[src/rtl/ps2_rx_framer_if.sv]
// PS/2 receive framer signal bundle: raw pin levels and the receive enable go
// into the framer, and the byte strobe and status come back out. The framer
// itself uses the slave view. The line driver or scancode controller uses the
// master view.
interface ps2_rx_framer_if;
  logic       ps2_clk_in;
  logic       ps2_dat_in;
  logic       rx_enable;
  logic [7:0] rx;
  logic       rx_valid;
  logic       error;
  logic       rx_busy;

  modport master (
    output ps2_clk_in,
    output ps2_dat_in,
    output rx_enable,
    input  rx,
    input  rx_valid,
    input  error,
    input  rx_busy
  );

  modport slave (
    input  ps2_clk_in,
    input  ps2_dat_in,
    input  rx_enable,
    output rx,
    output rx_valid,
    output error,
    output rx_busy
  );
endinterface

[src/rtl/ps2_rx_framer.sv]
// PS/2 device-to-host deframer. Each raw line passes through a 2-flop
// synchroniser and a run-length glitch filter. The 11-bit frame (start bit,
// 8 data bits LSB first, odd parity, stop bit) is assembled on falling edges
// of the filtered clock. Every finished, failed or timed-out frame produces a
// one-cycle strobe.
module ps2_rx_framer #(
  parameter int clkf       = 50000000,
  parameter int filter_len = 8,
  parameter int timeout_us = 2000
) (
  input  logic           clk,
  input  logic           reset,
  ps2_rx_framer_if.slave bus
);

  localparam int TIMEOUT_CYCLES = (clkf / 1000000) * timeout_us;
  localparam int TW = $clog2(TIMEOUT_CYCLES + 1);
  localparam int CW = $clog2(filter_len + 1);
  localparam logic [TW-1:0] TO_LAST  = TW'(TIMEOUT_CYCLES - 1);
  localparam logic [CW-1:0] FILT_LAST = CW'(filter_len - 1);

  typedef enum logic [1:0] {IDLE, DATA, PARITY, STOP} state_t;

  // Bit 0 carries the clock line and bit 1 the data line. Both lines use the
  // same filter so that their relative timing is preserved.
  logic [1:0] raw_lines;
  logic [1:0] filt_lines;

  assign raw_lines = {bus.ps2_dat_in, bus.ps2_clk_in};

  generate
    for (genvar gi = 0; gi < 2; gi++) begin : g_line
      logic          sync1_reg;
      logic          sync2_reg;
      logic          filt_reg;
      logic [CW-1:0] cnt_reg;

      // Synchronise the raw pin, then flip the filtered level only after
      // filter_len consecutive disagreeing samples.
      always_ff @(posedge clk) begin
        if (reset) begin
          sync1_reg <= 1'b1;
          sync2_reg <= 1'b1;
          filt_reg  <= 1'b1;
          cnt_reg   <= '0;
        end else begin
          sync1_reg <= raw_lines[gi];
          sync2_reg <= sync1_reg;
          if (sync2_reg == filt_reg) begin
            cnt_reg <= '0;
          end else if (cnt_reg == FILT_LAST) begin
            filt_reg <= ~filt_reg;
            cnt_reg  <= '0;
          end else begin
            cnt_reg <= cnt_reg + CW'(1);
          end
        end
      end

      assign filt_lines[gi] = filt_reg;
    end
  endgenerate

  logic f_clk;
  logic f_dat;
  logic fall;

  assign f_clk = filt_lines[0];
  assign f_dat = filt_lines[1];

  state_t        state_reg, state_next;
  logic [2:0]    idx_reg, idx_next;
  logic [7:0]    shift_reg, shift_next;
  logic          par_reg, par_next;
  logic [TW-1:0] to_cnt_reg, to_cnt_next;
  logic [7:0]    rx_reg, rx_next;
  logic          rx_valid_reg, rx_valid_next;
  logic          error_reg, error_next;
  logic          prev_clk_reg;
  logic          busy_reg;

  assign fall = prev_clk_reg & ~f_clk;

  // Frame sequencing and timeout supervision. An inhibited receive overrides
  // everything else. A falling edge takes precedence over an expiring timeout.
  always_comb begin
    state_next    = state_reg;
    idx_next      = idx_reg;
    shift_next    = shift_reg;
    par_next      = par_reg;
    to_cnt_next   = to_cnt_reg;
    rx_next       = 8'h00;
    rx_valid_next = 1'b0;
    error_next    = 1'b0;

    if (!bus.rx_enable) begin
      state_next  = IDLE;
      to_cnt_next = '0;
    end else if (fall) begin
      to_cnt_next = '0;
      case (state_reg)
        IDLE: begin
          if (!f_dat) begin
            state_next = DATA;
            idx_next   = 3'd0;
            shift_next = 8'h00;
          end
        end
        DATA: begin
          shift_next[idx_reg] = f_dat;
          idx_next            = idx_reg + 3'd1;
          if (idx_reg == 3'd7) begin
            state_next = PARITY;
          end
        end
        PARITY: begin
          par_next   = f_dat;
          state_next = STOP;
        end
        STOP: begin
          rx_valid_next = 1'b1;
          rx_next       = shift_reg;
          error_next    = ((^{shift_reg, par_reg}) != 1'b1) | ~f_dat;
          state_next    = IDLE;
        end
        default: state_next = IDLE;
      endcase
    end else if (state_reg == IDLE) begin
      to_cnt_next = '0;
    end else if (to_cnt_reg == TO_LAST) begin
      rx_valid_next = 1'b1;
      error_next    = 1'b1;
      state_next    = IDLE;
      to_cnt_next   = '0;
    end else begin
      to_cnt_next = to_cnt_reg + TW'(1);
    end
  end

  // State, datapath and output registers. Busy is decoded from the previous
  // state, so it stays high through the end-of-frame strobe.
  always_ff @(posedge clk) begin
    if (reset) begin
      state_reg    <= IDLE;
      idx_reg      <= 3'd0;
      shift_reg    <= 8'h00;
      par_reg      <= 1'b0;
      to_cnt_reg   <= '0;
      rx_reg       <= 8'h00;
      rx_valid_reg <= 1'b0;
      error_reg    <= 1'b0;
      prev_clk_reg <= 1'b1;
      busy_reg     <= 1'b0;
    end else begin
      state_reg    <= state_next;
      idx_reg      <= idx_next;
      shift_reg    <= shift_next;
      par_reg      <= par_next;
      to_cnt_reg   <= to_cnt_next;
      rx_reg       <= rx_next;
      rx_valid_reg <= rx_valid_next;
      error_reg    <= error_next;
      prev_clk_reg <= f_clk;
      busy_reg     <= (state_reg != IDLE);
    end
  end

  assign bus.rx       = rx_reg;
  assign bus.rx_valid = rx_valid_reg;
  assign bus.error    = error_reg;
  assign bus.rx_busy  = busy_reg;

endmodule

[src/flat_wrapper.sv]
// flat-port wrapper written by rule: the top's interface ports become plain ports
module ps2_rx_framer_flat 
#(
  parameter int clkf       = 50000000,
  parameter int filter_len = 8,
  parameter int timeout_us = 2000
)
  (clk, reset, bus_ps2_clk_in, bus_ps2_dat_in, bus_rx_enable, bus_rx, bus_rx_valid, bus_error, bus_rx_busy);
  ps2_rx_framer_if bus_i ();
  input  logic clk;
  input  logic reset;
  input wire logic [$bits(bus_i.ps2_clk_in)-1:0] bus_ps2_clk_in;
  input wire logic [$bits(bus_i.ps2_dat_in)-1:0] bus_ps2_dat_in;
  input wire logic [$bits(bus_i.rx_enable)-1:0] bus_rx_enable;
  output wire logic [$bits(bus_i.rx)-1:0] bus_rx;
  output wire logic [$bits(bus_i.rx_valid)-1:0] bus_rx_valid;
  output wire logic [$bits(bus_i.error)-1:0] bus_error;
  output wire logic [$bits(bus_i.rx_busy)-1:0] bus_rx_busy;
  assign bus_i.ps2_clk_in = bus_ps2_clk_in;
  assign bus_i.ps2_dat_in = bus_ps2_dat_in;
  assign bus_i.rx_enable = bus_rx_enable;
  assign bus_rx = bus_i.rx;
  assign bus_rx_valid = bus_i.rx_valid;
  assign bus_error = bus_i.error;
  assign bus_rx_busy = bus_i.rx_busy;
  ps2_rx_framer #(.clkf(clkf), .filter_len(filter_len), .timeout_us(timeout_us)) u_core (.clk(clk), .reset(reset), .bus(bus_i));
endmodule
[config.mk]
export PLATFORM = sky130hd
export DESIGN_NAME = ps2_rx_framer_flat
export DESIGN_NICKNAME = d
export VERILOG_FILES = /design/src/rtl/ps2_rx_framer_if.sv /design/src/rtl/ps2_rx_framer.sv /design/src/flat_wrapper.sv
export SDC_FILE = /design/constraint.sdc
export NUM_CORES = 1
export LEC_CHECK = 0
export CORE_UTILIZATION = 30
export CTS_CLUSTER_SIZE = 28
export DETAILED_ROUTE_END_ITERATION = 12
export DONT_BUFFER_PORTS = 1
export PLACE_DENSITY = 0.41
export SKIP_CTS_REPAIR_TIMING = 1
export SYNTH_ARGS = -nofsm -noshare
export SYNTH_HDL_FRONTEND = slang
export SYNTH_SLANG_ARGS = --single-unit
[constraint.sdc]
create_clock -name clk -period 2.6 [get_ports clk]
set_input_delay 0.39 -clock clk [delete_from_list [all_inputs] [get_ports clk]]
set_output_delay 0.39 -clock clk [all_outputs]
set_load 0.05 [all_outputs]
==> run_results.csv, run 1 <==
group,metric,value,unit
status,status,"finished clean",
critical_path,startpoint,"u_core.to_cnt_reg[13]$_SDFF_PP0_",
critical_path,cp-endpoint,"u_core.to_cnt_reg[8]$_SDFF_PP0_",
yosys,synthesis.nets,279,
min_path,min_from,"reset",
grt,grt_max_degree,24,
floorplan,row_count,32,
grt,grt_usage,0.118,
grt,grt.overflow.total,0,
critical_path,critPathArrivalTime,2.05,ns
pwr,total_leakage_power,0.952,nW
critical_path,cp_max_fo,17,
placed_design,dp_hpwl,2970,µm
critical_path,timing.rr.end,"u_core.to_cnt_reg[8]$_SDFF_PP0_",
routing,drt_iter0_drc,42,
timing,fin_crit,1.84,ns
placed_design,postPlaceCellArea,2530,µm²
yosys,synth_area,2420,µm²
timing,fmax,544,MHz
timing,setup_slack,0.762,ns
yosys,synth_cells,264,
clocking,clockRootBuffer,"clkbuf_8",
floorplan,io_pins,16,
yosys,avgSynthCellArea,9.15,µm²
finish,drive_above_1_share,0.0939,
critical_path,regToRegSetupSlack,0.76,ns
timing,setup_viol,0,
routing,vias_per_cell,4.47,
critical_path,rr_worst_depth,5,
timing,tightest_slew,0.507,ns
timing,fin_setup_tns,0,ns
clocking,cts.sink_count,57,
placed_design,place.gp.congestion,0.729,
clocking,clock_latency,0.33,ns
yosys,synth-seq-cells,57,
clocking,htreeDepth,3,
critical_path,start_kind,"register",
routing,totalWireLength,4410,µm
grt,use_met2,0.191,
floorplan,dieArea,8420,µm²
routing,wl_per_cell,11.6,µm
timing,maxSlewHeadroom,0.662,
finish,area_growth_syn_to_layout,11.5,%
floorplan,core_area,7770,µm²
routing,drtPass1Iterations,4,
yosys,ys_types,34,
yosys,ys.warnings.count,0,
timing,skew,0.00771,ns
flow_run,max_cap_violations,0,
critical_path,r2r-start,"u_core.to_cnt_reg[13]$_SDFF_PP0_",
finish,n_antenna_cell,0,
min_path,hold_depth,1,
critical_path,required,2.82,ns
floorplan,die_h,91.7,µm
floorplan,die_x,91.7,µm
routing,dr_total_vias,1693,
clocking,path_clk_slew,0.07,ns
placed_design,portBuffers,0,
clocking,cts_made_buffers,9,
timing,fin_crit_sh,0.707,
timing,slew_viol_final,0,
grt,grt_pass1_vias,1652,
pwr,ir_drop,0.000193,V
grt,grt_busiest_layer,"met2",
floorplan,start_util,0.311,
finish,largest_reg_flops,17,
grt,antenna_found_initial,0,
finish,nets,287,
clocking,cts_tree,"done",
timing,report.final.hold_viol_count,0,
pwr,p_per_area,584,nW/µm²
min_path,min_path_type,"input port to register",
clocking,clock_path_buffers,2,
placed_design,pre_cts_ws,0.773,ns
routing,ant_nets,0,
critical_path,worstSetupPathType,"register to register",
finish,design_area,2700,µm²
grt,grt_pass1_wl,7690,µm
finish,fin_util,0.347,
grt,globalRouteMet3Util,0.0547,
timing,rsz0062_at_grt,"false",
pwr,finalPower,1.57,mW
critical_path,crit_path_end_kind,"register",
grt,grtUsageMet1,0.135,
yosys,synth-seq-area-share,0.472,
routing,drc,0,
==> per-layer routing <==
metal | share of wire | routed length (µm)
met2 | 0.46 | 2030
met4 | 0.015 | 68
met1 | 0.49 | 2160
met5 | 0 | 0
met3 | 0.035 | 153
==> worst min path at each step <==
stage                     slack (ns)                                     to
after CTS                        0.1       u_core.shift_reg[0]$_SDFFE_PP0P_
after global placement          0.39  u_core.g_line[0].sync2_reg$_SDFF_PP1_
final                           0.12       u_core.shift_reg[0]$_SDFFE_PP0P_
after global routing            0.09       u_core.shift_reg[0]$_SDFFE_PP0P_
after detailed placement        0.39  u_core.g_line[0].sync2_reg$_SDFF_PP1_
after floorplan                 0.39  u_core.g_line[0].sync2_reg$_SDFF_PP1_
==> metrics by stage <==
stage / hold WS (ns) / instances
after detailed placement: 0.394 / 363
final: 0.123 / 379
after global routing: 0.0874 / 379
after CTS: 0.0978 / 379
after floorplan: 0.389 / 264
after global placement: 0.391 / 363
==> worst max-delay path: stages (launching register included) <==
cell and delay, ns:
dfxtp_1 0.35, or4b_4 0.56, nor4_2 0.37, or3_1 0.16, buf_4 0.21, nor2_1 0.07
==> power by group <==
part / switching (mW) / internal (mW) / leakage (nW)
Sequential: 0.00193 / 0.877 / 0.460
Clock: 0.351 / 0.338 / 0.0818
Combinational: 0.00283 / 0.00417 / 0.410
Total: 0.356 / 1.22 / 0.952
==> Yosys cell counts <==
cell type  instances  area [µm²]
nand4_1            3        18.8
a21oi_1           13        65.1
and3b_1            1        8.76
and2_1             8        50.1
nand2b_1           3        18.8
nand3_1           15        75.1
a31oi_1            4        25.0
nor2_1            40         150
o21a_1             1        7.51
o211ai_1           2        15.0
a21o_1             1        7.51
mux2i_1            2        20.0
a211o_1            2        17.5
o21ai_0            8        40.0
or4b_4             1        13.8
or2_2              5        31.3
nor4_1             3        18.8
nand2_1           15        56.3
inv_1             11        41.3
nor3_1             3        15.0
or3_1              3        18.8
nor2b_1            6        37.5
or4bb_1            2        22.5
xnor3_1            1        22.5
xnor2_1           21         184
and4_1             1        8.76
xor2_1             6        52.6
a22oi_1            3        22.5
clkbuf_1           5        18.8
buf_6              2        22.5
nor4_2             1        12.5
dfxtp_1           57        1140
ha_1              10         125
and3_1             5        31.3
==> area by class of cell <==
type / instances / area, µm²
Clock buffer: 10 / 128
Clock inverter: 6 / 35.0
Fill cell: 824 / 5070
Inverter: 11 / 41.3
Multi-Input combinational cell: 189 / 1190
Sequential cell: 57 / 1140
Tap cell: 102 / 128
Timing Repair Buffer: 4 / 30.0
==> logic make-up (layout without fill, tap and decap cells) <==
family                     count (synthesis)  count (layout)  synth area share
AOI/OAI and AO/OA                         34              34            0.0829
muxes                                      2               2           0.00829
DFF                                       57              57             0.472
and+or+nand+nor                          115             115             0.243
buffers and inverters                     18              31            0.0342
adders and majority gates                 10              10            0.0518
xor gates and xnor gates                  28              28             0.107
==> placed cells by master (no fill, tap or decap), types with 2 or more instances in the layout <==
master / n
dfxtp_1: 57
nor2_1: 40
xnor2_1: 21
nand2_1: 15
nand3_1: 15
a21oi_1: 13
inv_1: 11
ha_1: 10
clkbuf_8: 9
and2_1: 8
o21ai_0: 8
nor2b_1: 6
xor2_1: 6
and3_1: 5
or2_2: 5
a31oi_1: 4
clkinv_2: 4
buf_4: 4
nand4_1: 3
nor4_1: 3
nand2b_1: 3
nor3_1: 3
or3_1: 3
a22oi_1: 3
or4bb_1: 2
o211ai_1: 2
mux2i_1: 2
a211o_1: 2
clkinvlp_4: 2
No activity file was read; power rests on OpenSTA's default activity.
==> run 2: changes to the inputs <==
--- a/config.mk
+++ b/config.mk
@@ -9,7 +9,7 @@
 export CTS_CLUSTER_SIZE = 28
 export DETAILED_ROUTE_END_ITERATION = 12
 export DONT_BUFFER_PORTS = 1
-export PLACE_DENSITY = 0.41
+export PLACE_DENSITY = 0.42
 export SKIP_CTS_REPAIR_TIMING = 1
 export SYNTH_ARGS = -nofsm -noshare
 export SYNTH_HDL_FRONTEND = slang
==> constraint.sdc (replaced) <==
create_clock -name clk -period 1.6 [get_ports clk]
set_input_delay 0.24 -clock clk [delete_from_list [all_inputs] [get_ports clk]]
set_output_delay 0.24 -clock clk [all_outputs]
set_load 0.05 [all_outputs]
==> run 2 against run 1 <==
  * The run now ends with negative setup slack left
  * Wire length increased by 1.0%
  * Critical path depth unchanged
  * Non-clock buffer count increased by 36
  * Worst setup slack got worse by 0.82 ns
  * Clock power increased by 92%
  * Sequential power increased by 63%
  * Clock-buffer cell count increased by 1
  * Sequential share of layout area decreased by 4.8 points
  * Worst hold slack got worse by 0.020 ns
  * Core utilization increased by 4.7 points
  * Final cell count increased by 9.5%
  * Critical endpoint is now u_core.to_cnt_reg[3]$_SDFF_PP0_
  * Largest power group unchanged
  * Highest routed layer unchanged
==> run_results.csv, run 2 (synthesized netlist as in run 1, its figures left out) <==
group,metric,value,unit
status,status,"finished, violations left",
status,violations,"negative setup slack",
timing,fin_crit_sh,1.04,
grt,grt_pass1_wl,7960,µm
clocking,htreeDepth,3,
floorplan,dieArea,8420,µm²
routing,drt_iter0_drc,65,
critical_path,rr_worst_depth,5,
critical_path,required,1.82,ns
pwr,p_per_area,905,nW/µm²
grt,grt.overflow.total,0,
floorplan,row_count,32,
critical_path,worstSetupPathType,"register to register",
clocking,cts_made_buffers,9,
timing,fin_crit,1.66,ns
critical_path,cp_max_fo,17,
routing,totalWireLength,4450,µm
pwr,total_leakage_power,1.17,nW
clocking,cts.sink_count,57,
routing,dr_wl_met3,110,µm
routing,drtPass1Iterations,4,
routing,drc,0,
placed_design,dp.cells,395,
timing,maxSlewHeadroom,0.542,
routing,dr_total_vias,1813,
floorplan,start_util,0.311,
min_path,hold_depth,2,
routing,wl_met2,2100,µm
floorplan,die_h,91.7,µm
routing,top_layer,"met4",
timing,slew_viol_final,0,
floorplan,core_area,7770,µm²
placed_design,place.gp.congestion,0.754,
timing,setup_slack,-0.0609,ns
clocking,clockRootBuffer,"clkbuf_8",
finish,drive_above_1_share,0.217,
critical_path,crit_path_end_kind,"register",
routing,wl_per_cell,10.7,µm
finish,n_antenna_cell,0,
finish,layout_commonest_cell,"dfxtp_1",
timing,fin_setup_tns,-0.951,ns
finish,area_growth_syn_to_layout,26.5,%
placed_design,postPlaceCellArea,2790,µm²
finish,fin_cells,415,
pwr,finalPower,2.77,mW
routing,wl_met1,2160,µm
routing,ant_nets,0,
clocking,cts_tree,"done",
placed_design,dp_hpwl,3170,µm
timing,fmax,602,MHz
pwr,ir_drop,0.000495,V
min_path,min_path_type,"input port to register",
finish,fin_util,0.394,
floorplan,die_x,91.7,µm
placed_design,portBuffers,0,
clocking,path_clk_slew,0.06,ns
timing,setup_viol,19,
finish,nets,323,
timing,whs,0.102,ns
grt,grt_max_degree,24,
flow_run,max_cap_violations,0,
placed_design,pre_cts_ws,-0.132,ns
finish,design_area,3060,µm²
routing,vias_per_cell,4.37,
timing,report.final.hold_viol_count,0,
critical_path,start_kind,"register",
floorplan,io_pins,16,
timing,tightest_slew,0.685,ns
finish,final_cell_mix,"dfxtp_1, nor2_1, buf_4",
clocking,clock_latency,0.33,ns
timing,rsz0062_at_grt,"true",
grt,antenna_found_initial,0,
grt,grt_usage,0.122,
critical_path,critPathArrivalTime,1.88,ns
finish,largest_reg_flops,17,
timing,skew,0.00682,ns
grt,grt_pass1_vias,1784,
clocking,clock_path_buffers,2,
[run 2: cell count changes in the layout (fill, tap and decap cells not counted), moves of 2 or more]
cell           change
inv_2              +2
nor2_1             -2
inv_1              -2
dlygate4sd3_1      +3
nor2_2             +2
buf_4             +32
dfxtp_2            +2
dfxtp_1            -3
clkinv_2           -2
[run 2: area by class of cell]
cell class	instances	area (µm²)
Inverter	11	41.3
Sequential cell	57	1150
Tap cell	102	128
Clock buffer	11	141
Timing Repair Buffer	40	320
Clock inverter	5	55.1
Fill cell	805	4710
Multi-Input combinational cell	189	1220
[run 2: per-layer routing]
layer  track usage  vias to the layer above
met4        0.0625                        0
met3        0.0423                        6
met1         0.142                      808
met5             0                        -
met2         0.199                       19
li1              -                      980
[run 2: worst max-delay path: stages, from the launching register on]
cell,delay (ns)
dfxtp_1,0.31
or4b_4,0.56
nor4_4,0.31
or3_4,0.18
buf_12,0.14
nor2_1,0.05
[run 2: final timing paths]
path / from / slack, ns / end
worst max-delay path: u_core.to_cnt_reg[13]$_SDFF_PP0_ / -0.06 / u_core.to_cnt_reg[3]$_SDFF_PP0_
worst max register to register: u_core.to_cnt_reg[13]$_SDFF_PP0_ / -0.06 / u_core.to_cnt_reg[3]$_SDFF_PP0_
worst min-delay path: reset / 0.10 / u_core.bus.rx_busy$_SDFF_PP0_
worst min register to register: u_core.g_line[0].sync1_reg$_SDFF_PP1_ / 0.41 / u_core.g_line[0].sync2_reg$_SDFF_PP1_
[run 2: report_power, final]
group | internal (mW) | switching (mW)
Sequential | 1.42 | 0.00274
Clock | 0.756 | 0.560
Combinational | 0.0115 | 0.0122
Total | 2.19 | 0.575
==> run 3: changes to the inputs <==
--- a/config.mk
+++ b/config.mk
@@ -5,12 +5,14 @@
 export SDC_FILE = /design/constraint.sdc
 export NUM_CORES = 1
 export LEC_CHECK = 0
+export CORE_ASPECT_RATIO = 1.75
 export CORE_UTILIZATION = 30
-export CTS_CLUSTER_SIZE = 28
+export CTS_CLUSTER_SIZE = 40
 export DETAILED_ROUTE_END_ITERATION = 12
 export DONT_BUFFER_PORTS = 1
 export PLACE_DENSITY = 0.42
 export SKIP_CTS_REPAIR_TIMING = 1
+export SLEW_MARGIN = 25
 export SYNTH_ARGS = -nofsm -noshare
 export SYNTH_HDL_FRONTEND = slang
 export SYNTH_SLANG_ARGS = --single-unit
==> run 3 against run 2 <==
  * Cell area grew 5.2%
  * Critical endpoint is now u_core.to_cnt_reg[4]$_SDFF_PP0_
  * The run still ends with negative setup slack left
  * Clock skew fell by 0.0013 ns
  * Largest cell class unchanged
  * Core utilization up 1.6 points
  * Total power is 28% higher
==> run_results.csv, run 3 (synthesized netlist as in run 1, its figures left out) <==
group,metric,value,unit
status,status,"finished, violations left",
status,violations,"negative setup slack",
finish,nFillCells,799,
routing,vias_per_cell,4.71,
critical_path,crit_slowest_cell,"or4b_4",
critical_path,required,1.82,ns
routing,totalWireLength,5290,µm
floorplan,start_util,0.308,
pwr,total_leakage_power,1.27,nW
floorplan,die_h,121,µm
critical_path,crit_chain,"or4b_4, nor4_4, or3_4, buf_12, nor2_1",
grt,antenna_found_initial,0,
min_path,min_path_type,"input port to register",
finish,design_area,3220,µm²
finish,area_growth_syn_to_layout,33.1,%
pwr,ir_drop,0.000567,V
floorplan,die_x,69.8,µm
critical_path,start_kind,"register",
timing,report.final.hold_viol_count,0,
finish,fin_cells,409,
pwr,p_per_area,1100,nW/µm²
critical_path,regToRegSetupSlack,-0.07,ns
grt,grt_usage,0.139,
placed_design,portBuffers,0,
critical_path,critPathArrivalTime,1.88,ns
finish,largest_reg_flops,17,
floorplan,dieArea,8430,µm²
clocking,htreeDepth,3,
placed_design,dp_hpwl,3950,µm
critical_path,cpPeakStageDelay,0.57,ns
finish,multi_input_area,1220,µm²
critical_path,worst-path-buf-inv,1,
clocking,clock_latency,0.33,ns
timing,skew,0.00548,ns
clocking,path_clk_slew,0.05,ns
timing,rsz0062_at_grt,"true",
placed_design,postPlaceCellArea,2820,µm²
placed_design,dp.cells,389,
routing,ant_nets,0,
finish,final_cell_mix,"dfxtp_1, buf_4, nor2_1",
grt,grt_pass1_wl,8690,µm
clocking,clockRootBuffer,"clkbuf_16",
pwr,finalPower,3.53,mW
timing,fmax,600,MHz
critical_path,cp_max_fo,17,
timing,tightest_slew,0.513,ns
finish,layout_commonest_cell,"dfxtp_1",
timing,setup_slack,-0.0666,ns
routing,wl_per_cell,12.9,µm
routing,dr_total_vias,1926,
routing,drt_iter0_drc,36,
placed_design,place.gp.congestion,0.778,
timing,fin_crit,1.67,ns
timing,setup_viol,17,
floorplan,row_count,43,
finish,drive_above_1_share,0.238,
critical_path,critPathTopFamily,"simple AND/OR/NAND/NOR gates",
grt,grt_pass1_vias,1956,
timing,maxSlewHeadroom,0.657,
timing,slew_viol_final,0,
timing,fin_crit_sh,1.04,
floorplan,io_pins,16,
finish,nets,329,
critical_path,crit_path_end_kind,"register",
critical_path,worstSetupPathType,"register to register",
clocking,clock_path_buffers,2,
finish,n_antenna_cell,0,
grt,grt_max_degree,24,
clocking,cts_tree,"done",
clocking,cts.sink_count,57,
routing,drc,0,
floorplan,core_area,7860,µm²
grt,grt.overflow.total,0,
clocking,cts_made_buffers,9,
finish,seqCellArea,1140,µm²
flow_run,max_cap_violations,0,
routing,drtPass1Iterations,4,
-- run 3: worst paths after layout --
path | startpoint | end | cells past startpoint
worst max-delay path | u_core.to_cnt_reg[13]$_SDFF_PP0_ | u_core.to_cnt_reg[4]$_SDFF_PP0_ | 5
worst min-delay path | reset | u_core.g_line[1].sync2_reg$_SDFF_PP1_ | 1
worst max register to register | u_core.to_cnt_reg[13]$_SDFF_PP0_ | u_core.to_cnt_reg[4]$_SDFF_PP0_ | 5
worst min register to register | u_core.g_line[1].sync1_reg$_SDFF_PP1_ | u_core.g_line[1].sync2_reg$_SDFF_PP1_ | 1
-- run 3: area by class of cell --
| class | count | area share |
|---|---|---|
| Multi-Input combinational cell | 189 | 0.381 |
| Sequential cell | 57 | 0.356 |
| Timing Repair Buffer | 46 | 0.113 |
| Clock buffer | 11 | 0.0786 |
| Tap cell | 90 | 0.0350 |
| Clock inverter | 5 | 0.0241 |
| Inverter | 11 | 0.0128 |
-- run 3: metrics by stage --
| step | setup WS (ns) | utilization | hold WS (ns) | TNS [ns] |
|---|---|---|---|---|
| 2_1_floorplan | -0.0498 | - | 0.313 | -0.483 |
| 3_3_place_gp | -0.119 | 0.359 | 0.318 | -2.11 |
| 3_5_place_dp | -0.117 | 0.359 | 0.317 | -1.93 |
| 4_1_cts | -0.122 | 0.401 | -0.0314 | -2.23 |
| 5_1_grt | -0.161 | 0.409 | 0.00284 | -2.78 |
| 6_report | -0.0666 | 0.409 | 0.0175 | -1.03 |
-- run 3: where the power goes --
part / switching (mW) / internal, mW
Clock: 0.643 / 1.44
Combinational: 0.0109 / 0.0100
Sequential: 0.00276 / 1.43
Total: 0.657 / 2.88
-- run 3: worst register-to-register path, cell delays in order (launching register included) --
cell     delay, ns
dfxtp_2       0.31
or4b_4        0.57
nor4_4        0.31
or3_4         0.18
buf_12        0.14
nor2_1        0.06
-- run 3: layer usage --
| layer | global-route usage | up-vias | wire, µm |
|---|---|---|---|
| li1 | - | 996 | - |
| met1 | 0.114 | 889 | 1800 |
| met2 | 0.264 | 30 | 3150 |
| met3 | 0.0508 | 11 | 164 |
| met4 | 0.0950 | 0 | 167 |
| met5 | 0 | - | 0 |
